==> src/rtl/pipe_stage_regs.sv <==
// ---------------------------------------------------------------------------
// pipe_stage_regs
//
// Pipeline register bank for the D->E->M->W datapath. The E register takes
// the decoded D instruction, with hazard-control forwarding applied, or a
// bubble. The M and W registers drain every cycle without any stall or flush
// effect. Three event counters track stalls, flushes and retirements.
//
// Ports
//   clk, reset            : sole clock, synchronous active-high reset
//   D_*                   : decoded D-stage instruction (D_dst = 0 -> no write)
//   stall, flush          : hazard controller stall request, taken-branch squash
//   v1_mux/v2_mux,
//   v1_fw/v2_fw           : operand forwarding selects and forwarded values
//   E_result, M_result    : result values produced by the E and M stages
//   E_*                   : E-stage register contents
//   M_*, W_*              : M- and W-stage valid / destination / result
//   D_hold                : freeze PC and the F/D register (stall & ~flush)
//   stall_cnt, flush_cnt  : saturating 16-bit event counters
//   retire_cnt            : wrapping 32-bit count of cycles with W_valid
// ---------------------------------------------------------------------------
module pipe_stage_regs (
  input  logic        clk,
  input  logic        reset,
  input  logic        D_valid,
  input  logic [5:0]  D_opcode,
  input  logic [4:0]  D_rs,
  input  logic [4:0]  D_rt,
  input  logic [4:0]  D_dst,
  input  logic        D_is_load,
  input  logic [31:0] D_v1,
  input  logic [31:0] D_v2,
  input  logic [31:0] D_imm,
  input  logic        stall,
  input  logic        v1_mux,
  input  logic        v2_mux,
  input  logic [31:0] v1_fw,
  input  logic [31:0] v2_fw,
  input  logic        flush,
  input  logic [31:0] E_result,
  input  logic [31:0] M_result,
  output logic        E_valid,
  output logic        E_is_load,
  output logic [5:0]  E_opcode,
  output logic [4:0]  E_rd,
  output logic [31:0] E_v1,
  output logic [31:0] E_v2,
  output logic [31:0] E_imm,
  output logic        M_valid,
  output logic        M_is_load,
  output logic [4:0]  M_rd,
  output logic [31:0] M_out,
  output logic        W_valid,
  output logic [4:0]  W_rd,
  output logic [31:0] W_out,
  output logic        D_hold,
  output logic [15:0] stall_cnt,
  output logic [15:0] flush_cnt,
  output logic [31:0] retire_cnt
);

  // Source register numbers and the M-stage result belong to the hazard
  // controller's view of the pipe. They pass through this block's interface
  // but nothing here consumes them.
  logic unused_inputs;
  assign unused_inputs = ^{D_rs, D_rt, M_result};

  logic accept;
  logic stall_event;

  // A flush overrides a stall, so D is never held when it is being squashed.
  // D_hold stays live during reset because the fetch side still needs it.
  assign D_hold      = stall & ~flush;
  assign stall_event = stall & ~flush;
  assign accept      = D_valid & ~stall & ~flush;

  // E register: capture D with forwarding applied, otherwise load a full
  // bubble. Every field of a bubble is zero, so E_rd can never match a
  // source register while E_valid is low.
  always_ff @(posedge clk) begin
    if (reset) begin
      E_valid   <= 1'b0;
      E_is_load <= 1'b0;
      E_opcode  <= '0;
      E_rd      <= '0;
      E_v1      <= '0;
      E_v2      <= '0;
      E_imm     <= '0;
    end else if (accept) begin
      E_valid   <= 1'b1;
      E_is_load <= D_is_load;
      E_opcode  <= D_opcode;
      E_rd      <= D_dst;
      E_v1      <= v1_mux ? v1_fw : D_v1;
      E_v2      <= v2_mux ? v2_fw : D_v2;
      E_imm     <= D_imm;
    end else begin
      E_valid   <= 1'b0;
      E_is_load <= 1'b0;
      E_opcode  <= '0;
      E_rd      <= '0;
      E_v1      <= '0;
      E_v2      <= '0;
      E_imm     <= '0;
    end
  end

  // M and W drain every cycle regardless of stall or flush. The destination
  // and load fields are qualified by valid so that invalid slots never look
  // like writers to the hazard controller.
  always_ff @(posedge clk) begin
    if (reset) begin
      M_valid   <= 1'b0;
      M_is_load <= 1'b0;
      M_rd      <= '0;
      M_out     <= '0;
      W_valid   <= 1'b0;
      W_rd      <= '0;
      W_out     <= '0;
    end else begin
      M_valid   <= E_valid;
      M_is_load <= E_valid & E_is_load;
      M_rd      <= E_valid ? E_rd : 5'd0;
      M_out     <= E_result;
      W_valid   <= M_valid;
      W_rd      <= M_valid ? M_rd : 5'd0;
      W_out     <= M_out;
    end
  end

  // Event counters. Stall and flush counts saturate so that long runs do not
  // alias to small numbers. The retire count wraps like a free-running
  // counter.
  always_ff @(posedge clk) begin
    if (reset) begin
      stall_cnt  <= '0;
      flush_cnt  <= '0;
      retire_cnt <= '0;
    end else begin
      if (stall_event && (stall_cnt != 16'hFFFF))
        stall_cnt <= stall_cnt + 16'd1;
      if (flush && (flush_cnt != 16'hFFFF))
        flush_cnt <= flush_cnt + 16'd1;
      if (W_valid)
        retire_cnt <= retire_cnt + 32'd1;
    end
  end

endmodule

==> config.mk <==
export PLATFORM = sky130hd
export DESIGN_NAME = pipe_stage_regs
export DESIGN_NICKNAME = d
export VERILOG_FILES = /design/src/rtl/pipe_stage_regs.sv
export SDC_FILE = /design/constraint.sdc
export NUM_CORES = 1
export LEC_CHECK = 0
export ABC_CLOCK_PERIOD_IN_PS = 2250
export CAP_MARGIN = 20
export CORE_AREA = 4 4 196 198
export CTS_CLUSTER_SIZE = 24
export DETAILED_ROUTE_END_ITERATION = 8
export DIE_AREA = 0 0 200 202
export DONT_BUFFER_PORTS = 1
export GPL_ROUTABILITY_DRIVEN = 1
export PLACE_DENSITY = 0.35
export SYNTH_ARGS = -nofsm -noshare
export SYNTH_HDL_FRONTEND = slang
export SYNTH_SLANG_ARGS = --single-unit
export TNS_END_PERCENT = 20
==> constraint.sdc <==
create_clock -name clk -period 2.25 [get_ports clk]
set_clock_uncertainty 0.1 [all_clocks]
set_input_delay 0.45 -clock clk [delete_from_list [all_inputs] [get_ports clk]]
set_output_delay 0.45 -clock clk [all_outputs]
set_load 0.01 [all_outputs]
After elaboration in Yosys (flattened, before gate mapping):

Cells that the tools add are included.

* register bits after elaboration: 250
* input bits: 253
* word-level logic and storage cells: 39
* output and inout bits: 251

* reductions and logical operators: 5
* eq/ne operators: 2
* mux-type cells: 3
* bitwise logic cells: 9
* add/subtract/negate cells: 3

Operator list (count)
* 32-bit two-way mux: 2
* 16-bit by 1-bit adder with 16-bit output, second input constant: 2
* 32-bit by 1-bit adder with 32-bit output, second input constant: 1
* 16-bit != test, second input constant: 2
* 2-bit OR reduction: 3
* 1-bit inverter: 5
* 1-bit AND: 4
* 1-bit logical AND: 2
* 1-bit two-way mux: 1

Longest topological paths before layout:

* depth after elaboration: 5
* depth in mapped cells: 7

Worst setup path after synthesis:

OpenSTA, ideal clock, no wires.

* path type: reg-to-reg
* from: register W_valid
* to: register retire_cnt[31]
* required time: 2.027 ns
* setup time: 0.123 ns
* data arrival time: 1.916 ns
* setup slack: 0.111 ns
* stages on the path, launching flop included: 7
* cell sequence: dfxtp_1 > buf_2 > nand4_1 > or4_1 > buf_2 > nor4_1 > mux2_1

RTL lines
* start, declared: line 53 `output logic W_valid,`
* start signal, assigned: line 125 `W_valid <= M_valid;`
* end signal, assigned: line 145 `retire_cnt <= retire_cnt + 32'd1;`
* end, declared: line 59 `output logic [31:0] retire_cnt`

Final worst setup path:

* from: register retire_cnt[0]
* to: register retire_cnt[28]

* longest elaborated chain between the ends: 1

RTL lines (line)
* 32-bit by 1-bit adder with 32-bit output: 145

Every way passes these cells.
A chain may end at the register's enable or synchronous reset.

==> reports/results.txt <==
The floorplan step defined a die boundary enclosing 40400 um2. The synthesized netlist devotes 22.8% of its cell area to simple gates. Summing the areas of all compound-gate instances in the mapped netlist gives 5.77% of the synthesized area.

The critical path arrival came out at 2500 ps. After detailed placement, the total cell area comes to 9420 um2. The dominant cell by count in the synthesized netlist is sky130_fd_sc_hd__dfxtp_1. From bottom edge to top edge, the die measures 202 um.

The worst hold path belongs to the class primary input to flop. The part of the Yosys area used for sequential elements is 58.4%. The critical-path cell with the highest stage delay is sky130_fd_sc_hd__or4_4. The portion of netlist area occupied by mux cells came out at 8.21%. After floorplanning, the core was divided into 70 placement rows. The final net count came out at 1366. Category of the critical setup timing path: flop to flop. The signal on the critical path passes through ha_1, nand4_1, or4_4, buf_6, or4_1, a21oi_1. The tools report the total count of hold-check failures in the final report as 0. TritonCTS created 29 clock buffers.

The tools report the endpoint type of the worst setup path as a flop. Worst voltage drop across the vdd grid: 0.561 mV. The run gives 7582 as the via count of the first global-routing pass.

The count of fill cells added during filler insertion is 3672, and the maximum clock frequency is 0.469 GHz. The routability congestion estimate came out at 0.758. The synthesized netlist occupies a cell area of 8570 um2. Setup violations remaining at the end of the flow were counted as 0. The layout overhead on the synthesized area was 50.2%; the via count was 7115. The required time of the critical path is 2620 ps. Once layout is complete, the utilization of the core stands at 35.2%. The clock sink count is 250.

The run finished with clean final reports. In this design, the largest share of critical-path delay is due to simple AND/OR/NAND/NOR gates. The top cell type's share of synthesized area is 58.4%, and the total track usage is 14.8%.

The number of unique standard cell types used by synthesis is 49, and the total nets after synthesis is 1081. The count of final max-slew check failures is 0. In the synthesized netlist, the cells that appear most often are sky130_fd_sc_hd__dfxtp_1 (250), sky130_fd_sc_hd__nor2_1 (93), sky130_fd_sc_hd__mux2i_1 (68), sky130_fd_sc_hd__nor2b_1 (68), sky130_fd_sc_hd__and2_1 (55).

The leakage power of the design was 5.05 nW. Setup total negative slack on the finished layout was measured at 0 ps. The nature of the critical path startpoint is a flop. The via count normalized by instance count was 4.42; the number of remaining DRC errors was 0.

The first-pass GRT wire length is 46600 um. In this run the count of I/O pins placed on the die edge is 504. The time the worst path needs with I/O delays and setup is 2130 ps. The number of H-tree levels was 1; the clock slew at the register clock pins of the worst setup and hold paths was 60 ps.

Ranked by total cell area, the synthesized netlist is headed by sky130_fd_sc_hd__dfxtp_1 (58%), sky130_fd_sc_hd__mux2i_1 (7.9%), sky130_fd_sc_hd__nor2b_1 (5.0%), sky130_fd_sc_hd__nor2_1 (4.1%), sky130_fd_sc_hd__and2_1 (4.0%). The post-synthesis share of cell area spent on full adders, half adders and majority gates was 0.438%; the final routed wire length divided by cell count was 19.6 um. TritonCTS built the clock tree. For the pin count of the biggest net entering global routing, the log shows 97. The initial utilization of the core area, before any placement, comes to 23.5%. The largest single stage delay on the critical path is 510 ps. The share of the clock period used by the worst path after layout was 94.7%. The power per unit of standard cell area was 788 nW/um2. The synthesized area divided by synthesized cell count was 10.4 um2; the aggregate global routing overflow was 0.

The count of nets left with antenna violations once routing finished came out at 0. The final layout contains routed wiring with a total length of 31500 um. The number of enable-type register cells in the synthesized netlist is 0, and the worst slew slack as a fraction of its limit is 65.7%. No sink is reached through more buffers than the 3 on the longest clock path.

At the pin with the least slew margin, the transition time is 502 ps. The first detailed-routing pass took 4 iterations. Detailed placement ended at an HPWL of 21600 um. The share of final-layout standard cells stronger than drive strength 1 works out to 11.3%.

The count of buffers inserted at the top-level ports came out at 0. The first routing iteration left 225 violations. The clock reaches the later pin of the worst-skew pair after 560 ps.

After synthesis, the largest family of logic cells by area is simple AND/OR/NAND/NOR gates. The floorplan step defined a core boundary enclosing 36500 um2. The tools report the post-route cell area as 12900 um2. The largest area contributor in the synthesized netlist is sky130_fd_sc_hd__dfxtp_1. In the synthesized netlist, the number of instances is 825. The tools report the buffer cell driving the clock tree root as sky130_fd_sc_hd__clkbuf_16. In this run the worst path has a maximum fanout of 16.

The flip-flop and latch count after synthesis came out at 250. Setup repair after global routing left no endpoint under its margin. The buffer and inverter count on the worst path was 1; the share of synthesized registers carrying an async set or reset was 0%.

For this run, the leading register cell type out of synthesis is sky130_fd_sc_hd__dfxtp_1. The number of antenna violations at the first check in global routing is 11. The tool flagged a number of max-cap violations equal to 0. Of the total synthesized cell area, the portion taken by XOR and XNOR cells is 1.84%. The die is 200 um wide.

During synthesis, Yosys emitted a total of 0 warnings.
## placed cells by master, fill, tap and decap left out, drive strengths merged, types with 19 or more instances in the layout
cell / Yosys / routed
nand2: 21 / 21
clkbuf: 28 / 38
dlygate4sd3: 1 / 234
nor2b: 68 / 68
a21oi: 37 / 37
mux2i: 68 / 68
and2: 55 / 55
nor2: 93 / 93
or3: 20 / 20
nand4: 25 / 25
o21ai: 19 / 19
dfxtp: 250 / 250
buf: 13 / 62
## cell families (layout without fill, tap and decap cells)
| logic type | count (synthesis) | count (layout) |
|---|---|---|
| AND/OR/NAND/NOR | 350 | 350 |
| flip-flops | 250 | 250 |
| AO/OA/AOI/OAI | 83 | 83 |
| multiplexers | 70 | 70 |
| buffers and inverters | 51 | 359 |
| XOR/XNOR | 18 | 18 |
| adder cells (fa/ha/maj) | 3 | 3 |
| other | 0 | 10 |
## state kept, by name, summed over array words and instances, names as in the netlist, 16 cells and up
| signal | count |
|---|---|
| stall_cnt | 16 |
| E_v2 | 32 |
| retire_cnt | 32 |
| E_imm | 32 |
| flush_cnt | 16 |
| M_out | 32 |
| W_out | 32 |
| E_v1 | 32 |
## cell type report
type,instances,area (um2),area share (%)
sequential,250,5000,38.9
multi-input combinational,524,3370,26.1
timing repair buffer,296,2840,22.1
clock buffer,38,840,6.52
tap,468,586,4.55
clock inverter,16,173,1.34
inverter,9,33.8,0.262
antenna,10,25.0,0.194
## worst paths after layout
kind / startpoint / to / slack, ps / cells past startpoint
worst max-delay path: retire_cnt[0]$_SDFFE_PP0P_ / retire_cnt[28]$_SDFFE_PP0P_ / 120 / 6
worst min-delay path: reset / stall_cnt[9]$_SDFFE_PP0P_ / 40 / 2
worst max register to register: retire_cnt[0]$_SDFFE_PP0P_ / retire_cnt[28]$_SDFFE_PP0P_ / 120 / 6
worst min register to register: M_out[15]$_SDFF_PP0_ / W_out[15]$_SDFF_PP0_ / 410 / 1
## through the flow
step | setup slack [ps] | std cells | hold slack (ps) | power [mW]
detailed placement | 76.8 | 1308 | 403 | 4.94
global placement | 87.8 | 1308 | 403 | 4.94
CTS | 33.7 | 1597 | 2.58 | 10.3
floorplan | 111 | 825 | 390 | 4.92
finish | 119 | 1611 | 42.8 | 10.1
global route | 3.33 | 1611 | 43.7 | 10.6
## timing repair
action	in CTS	in global routing
setup buffers	0	4
hold endpoints to repair	232	0
gates resized for setup	0	3
endpoints found under the setup margin	0	5
hold buffers	235	0
## where the power goes
part	internal, mW	switching [mW]	leakage (nW)
Sequential	4.52	0.101	2.03
Clock	2.97	1.94	0.495
Combinational	0.424	0.194	2.52
Total	7.91	2.23	5.05
## per-layer routing
layer,part of all wire [%],GRT usage (%)
met4,4.5,7.81
met2,49,24.9
met3,10,6.62
met5,0,0
met1,36,15.5
No activity file was read; power rests on OpenSTA's default activity.
